**config.mk**
```make
export PLATFORM = sky130hd
export DESIGN_NAME = reorder_buffer
export DESIGN_NICKNAME = d
export VERILOG_FILES = /design/src/rtl/reorder_buffer.sv
export SDC_FILE = /design/constraint.sdc
export NUM_CORES = 2
export LEC_CHECK = 0
export ABC_AREA = 1
export CAP_MARGIN = 0
export CELL_PAD_IN_SITES_DETAIL_PLACEMENT = 0
export CELL_PAD_IN_SITES_GLOBAL_PLACEMENT = 1
export CORE_ASPECT_RATIO = 0.8
export CORE_UTILIZATION = 35
export DETAILED_ROUTE_END_ITERATION = 6
export PLACE_DENSITY = 0.67
export SYNTH_ARGS = -nofsm -noshare
export SYNTH_HDL_FRONTEND = slang
export SYNTH_SLANG_ARGS = --single-unit
```
**constraint.sdc**
```tcl
create_clock -name clk_in -period 4.1 [get_ports clk_in]
set_input_delay 0.615 -clock clk_in [delete_from_list [all_inputs] [get_ports clk_in]]
set_output_delay 0.615 -clock clk_in [all_outputs]
set_load 0.02 [all_outputs]
```
**src/rtl/reorder_buffer.sv**
```systemverilog
// In-order retirement buffer: allocates tags at issue, collects writeback results,
// retires one entry per cycle to the register file and flushes on a head mispredict.
module reorder_buffer #(
    parameter int ROB_WIDTH_BIT = 4,
    parameter int REG_ID_BIT    = 5
) (
    input  logic                     clk_in,
    input  logic                     rst_in,
    input  logic                     rdy_in,
    input  logic                     issue_en,
    input  logic [REG_ID_BIT-1:0]    issue_rd,
    input  logic                     issue_is_branch,
    input  logic                     issue_pred_taken,
    input  logic [31:0]              issue_alt_pc,
    output logic                     full,
    output logic [ROB_WIDTH_BIT-1:0] tail_id,
    input  logic                     wb_en,
    input  logic [ROB_WIDTH_BIT-1:0] wb_id,
    input  logic [31:0]              wb_value,
    input  logic                     wb_taken,
    input  logic [ROB_WIDTH_BIT-1:0] query1_id,
    input  logic [ROB_WIDTH_BIT-1:0] query2_id,
    output logic                     query1_ready,
    output logic                     query2_ready,
    output logic [31:0]              query1_value,
    output logic [31:0]              query2_value,
    output logic                     commit_en,
    output logic [REG_ID_BIT-1:0]    commit_reg,
    output logic [ROB_WIDTH_BIT-1:0] commit_rob_id,
    output logic [31:0]              commit_value,
    output logic                     flush,
    output logic [31:0]              flush_pc
);

    localparam int DEPTH = 2 ** ROB_WIDTH_BIT;
    localparam logic [ROB_WIDTH_BIT:0] DEPTH_CNT = (ROB_WIDTH_BIT + 1)'(DEPTH);

    logic [DEPTH-1:0]      valid_q, ready_q, is_branch_q, pred_taken_q, taken_q;
    logic [REG_ID_BIT-1:0] rd_q     [DEPTH];
    logic [31:0]           alt_pc_q [DEPTH];
    logic [31:0]           value_q  [DEPTH];

    logic [ROB_WIDTH_BIT-1:0] head_q, head_d, tail_q, tail_d;
    logic [ROB_WIDTH_BIT:0]   count_q, count_d;

    logic                     commit_en_q, commit_en_d;
    logic [REG_ID_BIT-1:0]    commit_reg_q, commit_reg_d;
    logic [ROB_WIDTH_BIT-1:0] commit_rob_id_q, commit_rob_id_d;
    logic [31:0]              commit_value_q, commit_value_d;
    logic                     flush_q, flush_d;
    logic [31:0]              flush_pc_q, flush_pc_d;

    logic head_done, commit_fire, flush_fire, issue_fire, wb_fire;
    logic q1_bypass, q2_bypass;

    assign full    = (count_q == DEPTH_CNT);
    assign tail_id = tail_q;

    assign head_done   = valid_q[head_q] & ready_q[head_q];
    assign commit_fire = rdy_in & head_done;
    assign flush_fire  = commit_fire & is_branch_q[head_q]
                         & (taken_q[head_q] != pred_taken_q[head_q]);
    // A full buffer refuses issue even when the head retires this cycle.
    assign issue_fire  = rdy_in & issue_en & ~full & ~flush_fire;
    assign wb_fire     = rdy_in & wb_en & valid_q[wb_id] & ~flush_fire;

    assign q1_bypass    = wb_en & (wb_id == query1_id) & valid_q[query1_id];
    assign q2_bypass    = wb_en & (wb_id == query2_id) & valid_q[query2_id];
    assign query1_ready = (valid_q[query1_id] & ready_q[query1_id]) | q1_bypass;
    assign query2_ready = (valid_q[query2_id] & ready_q[query2_id]) | q2_bypass;
    assign query1_value = q1_bypass ? wb_value : (query1_ready ? value_q[query1_id] : 32'd0);
    assign query2_value = q2_bypass ? wb_value : (query2_ready ? value_q[query2_id] : 32'd0);

    always_comb begin
        head_d  = head_q;
        tail_d  = tail_q;
        count_d = count_q;
        if (flush_fire) begin
            head_d  = '0;
            tail_d  = '0;
            count_d = '0;
        end else begin
            if (issue_fire)  tail_d = tail_q + 1'b1;
            if (commit_fire) head_d = head_q + 1'b1;
            count_d = count_q + {{ROB_WIDTH_BIT{1'b0}}, issue_fire}
                              - {{ROB_WIDTH_BIT{1'b0}}, commit_fire};
        end
    end

    always_comb begin
        commit_en_d     = 1'b0;
        commit_reg_d    = commit_reg_q;
        commit_rob_id_d = commit_rob_id_q;
        commit_value_d  = commit_value_q;
        flush_d         = 1'b0;
        flush_pc_d      = flush_pc_q;
        if (commit_fire && !is_branch_q[head_q] && rd_q[head_q] != '0) begin
            commit_en_d     = 1'b1;
            commit_reg_d    = rd_q[head_q];
            commit_rob_id_d = head_q;
            commit_value_d  = value_q[head_q];
        end
        if (flush_fire) begin
            flush_d    = 1'b1;
            flush_pc_d = alt_pc_q[head_q];
        end
    end

    always_ff @(posedge clk_in) begin
        if (rst_in) begin
            head_q          <= '0;
            tail_q          <= '0;
            count_q         <= '0;
            commit_en_q     <= 1'b0;
            commit_reg_q    <= '0;
            commit_rob_id_q <= '0;
            commit_value_q  <= '0;
            flush_q         <= 1'b0;
            flush_pc_q      <= '0;
        end else begin
            head_q          <= head_d;
            tail_q          <= tail_d;
            count_q         <= count_d;
            commit_en_q     <= commit_en_d;
            commit_reg_q    <= commit_reg_d;
            commit_rob_id_q <= commit_rob_id_d;
            commit_value_q  <= commit_value_d;
            flush_q         <= flush_d;
            flush_pc_q      <= flush_pc_d;
        end
    end

    // Payload fields need no reset: an entry is only read while its valid bit is set.
    always_ff @(posedge clk_in) begin
        if (rst_in) begin
            valid_q <= '0;
            ready_q <= '0;
        end else if (flush_fire) begin
            valid_q <= '0;
        end else begin
            if (commit_fire) valid_q[head_q] <= 1'b0;
            if (issue_fire) begin
                valid_q[tail_q]      <= 1'b1;
                ready_q[tail_q]      <= 1'b0;
                rd_q[tail_q]         <= issue_rd;
                is_branch_q[tail_q]  <= issue_is_branch;
                pred_taken_q[tail_q] <= issue_pred_taken;
                alt_pc_q[tail_q]     <= issue_alt_pc;
            end
            if (wb_fire) begin
                ready_q[wb_id] <= 1'b1;
                value_q[wb_id] <= wb_value;
                taken_q[wb_id] <= wb_taken;
            end
        end
    end

    assign commit_en     = commit_en_q;
    assign commit_reg    = commit_reg_q;
    assign commit_rob_id = commit_rob_id_q;
    assign commit_value  = commit_value_q;
    assign flush         = flush_q;
    assign flush_pc      = flush_pc_q;

endmodule

```
==> results.toml <==
[sta]
slew_violations = 0
tightest_slew_ps = 1280
rsz0062_at_grt = "no"
finalCritPeriodShare = 0.950
hold_viol = 0
fin_ws_ps = 203
fin_crit_ps = 3900
slew_headroom = 0.149
fin_skew_ps = 45.6
hold_slack_ps = 304
tns_ps = 0
max_freq_ghz = 0.257
setup_viol_count_final = 0

[logic_synthesis]
synth_seq_area_share = 0.613
async_reset_ff_frac = 0
synth_cells = 6235
synth_area_leader_cell = "edfxtp_1"
yosys_warnings = 0
synth_edf_count = 1152
syn_avg_cell_area_sq_um = 9.71
yosysTopAreaCellShare = 0.572
synth.net_count = 6339
synth_top_flop_cell = "edfxtp_1"
synth_area_leaders = "edfxtp_1 (57%), o21ai_0 (9.5%), a21oi_1 (7.8%), nand3_1 (4.4%), dfxtp_1 (4.1%)"
synthTopCellsByCount = "edfxtp_1 (1152), o21ai_0 (1147), a21oi_1 (939), nand3_1 (533), nand2_1 (495)"
syn_area_sq_mm = 0.0605
synth.most_common_cell = "edfxtp_1"
yosys_register_bits = 1276
synthDistinctLibCells = 39

[grt]
grt_pass1_wl_um = 320000
grt_pass1_vias = 46262
gr-total-overflow = 0
antenna_found_initial = 10
grt_usage = 0.247
grtUsageMet1 = 0.354
grt-busiest-layer = "met2"
grt_max_degree = 258
grt_use_met2 = 0.375
use_met3 = 0.0415

[setup_path]
worstPathMaxFanout = 13
crit_type = "reg2out"
end_kind = "primary output"
critPathLaunchType = "flop"
cp.arrival_ps = 3280
cp.required_ps = 3480

[die]
core_sq_mm = 0.172
io_pins = 235
die_h_um = 374
die_area_sq_mm = 0.175
initial_core_util = 0.353
row_count = 136
die_w_um = 467

[clocking]
cts_buffers = 141
path_clk_slew_ps = 60
insertion_delay_ps = 800
root_buffer = "clkbuf_16"
htreeDepth = 4
clkSinkCount = 1276
cts_buffer_depth = 3
cts_tree = "yes"

[power_and_ir_drop]
p_leak_nw = 24.8
max-vdd-ir-drop_mv = 0.317
power_density_mw_per_mm2 = 410

[drt]
postRouteAntennaNets = 0
wl_um = 222000
dr.pass1.iters = 6
drc = 0
num_vias = 49554
drtIter0Drc = 6120
viasPerCell = 5.70
post_drt_wl_per_cell_um = 25.5

[placement]
place_hpwl_um = 121000
pre_cts_slack_ps = 185
port_buffers = 234
placed_cells = 8429
dpl-instance-area_sq_mm = 0.0659
gp_congestion = 0.857

[flow_run]
max_cap_viol_count = 0

[worst_hold_path]
hold_class = "in2reg"

[run_status]
outcome = "finished, final reports clean"

[layout]
reg.largest.list = "alt_pc_q x512, value_q x512, rd_q x80"
nFillCells = 16382
drive_gt1_frac = 0.0789
syn2layout_area_growth_pct = 16.8
final_cells = 8699
final_cell_area_sq_mm = 0.0707
final_nets = 6402
[through the flow]
step           utilization  total power [mW]
2_1_floorplan            -              15.4
3_3_place_gp         0.384              16.3
3_5_place_dp         0.384              16.3
4_1_cts              0.411              29.2
5_1_grt              0.412              29.8
6_report             0.412              29.0
[cell type report]
class	count	area [sq um]	share of cell area
inverter	443	1720	0.0243
clock inverter	76	808	0.0114
sequential	1276	37100	0.525
antenna	6	15.0	0.000212
multi-input combinational	4009	19700	0.279
tap	2277	2850	0.0403
clock buffer	185	3870	0.0547
timing repair buffer	427	4600	0.0652
[placed cells by master (no fill, tap or decap), types with 122 or more instances in the layout]
master,count
edfxtp_1,1152
o21ai_0,1147
a21oi_1,939
nand3_1,532
nand2_1,492
nor2_1,469
inv_1,409
clkdlybuf4s50_1,203
o22ai_1,159
clkbuf_16,144
buf_4,138
dfxtp_1,122
[routing by layer]
layer / vias to the layer above / routed length [um]
met5: - / 13
met4: 2 / 7100
met3: 399 / 18900
met2: 2341 / 98300
met1: 24226 / 97300
li1: 22586 / -
[timing repair]
item | CTS | global route
pin swaps | 1 | 0
hold buffers | 0 | 0
setup buffers | 1 | 2
endpoints found under the setup margin | 15 | 39
resized for setup | 0 | 17
[power by group]
| part | internal [mW] | leakage [nW] | total (mW) | switching [mW] |
|---|---|---|---|---|
| clock | 7.30 | 2.28 | 12.9 | 5.59 |
| combinational | 0.551 | 11.1 | 1.86 | 1.31 |
| sequential | 14.2 | 11.4 | 14.2 | 0.0185 |
[cell families after synthesis]
group,share of synthesized area
and+or+nand+nor,0.124
xor gates and xnor gates,0.000723
AOI/OAI and AO/OA,0.195
buffers and inverters,0.0645
DFF,0.613
adders and majority gates,0.00322
[path summary, 6_finish.rpt]
check	startpoint	slack (ps)	to	cells past startpoint
setup / recovery	valid_q[7]	200	query2_value[22]	12
hold / removal	rst_in	300	commit_en	2
hold reg to reg	flush_pc[1]	470	flush_pc[1]	2
setup reg to reg	head_q[0]	410	count_q[4]	22
[critical path, stage by stage (launching register included)]
cell and delay [ps]:
dfxtp_1 450, inv_1 110, nand2_1 70, o211ai_1 80, nand3_1 110, nand3_1 80
nand2_1 120, nand4_1 110, buf_4 180, buf_4 150, buf_4 200, o21ai_0 200
clkdlybuf4s50_1 640
Note: power is estimated with default switching activity, not from simulation.
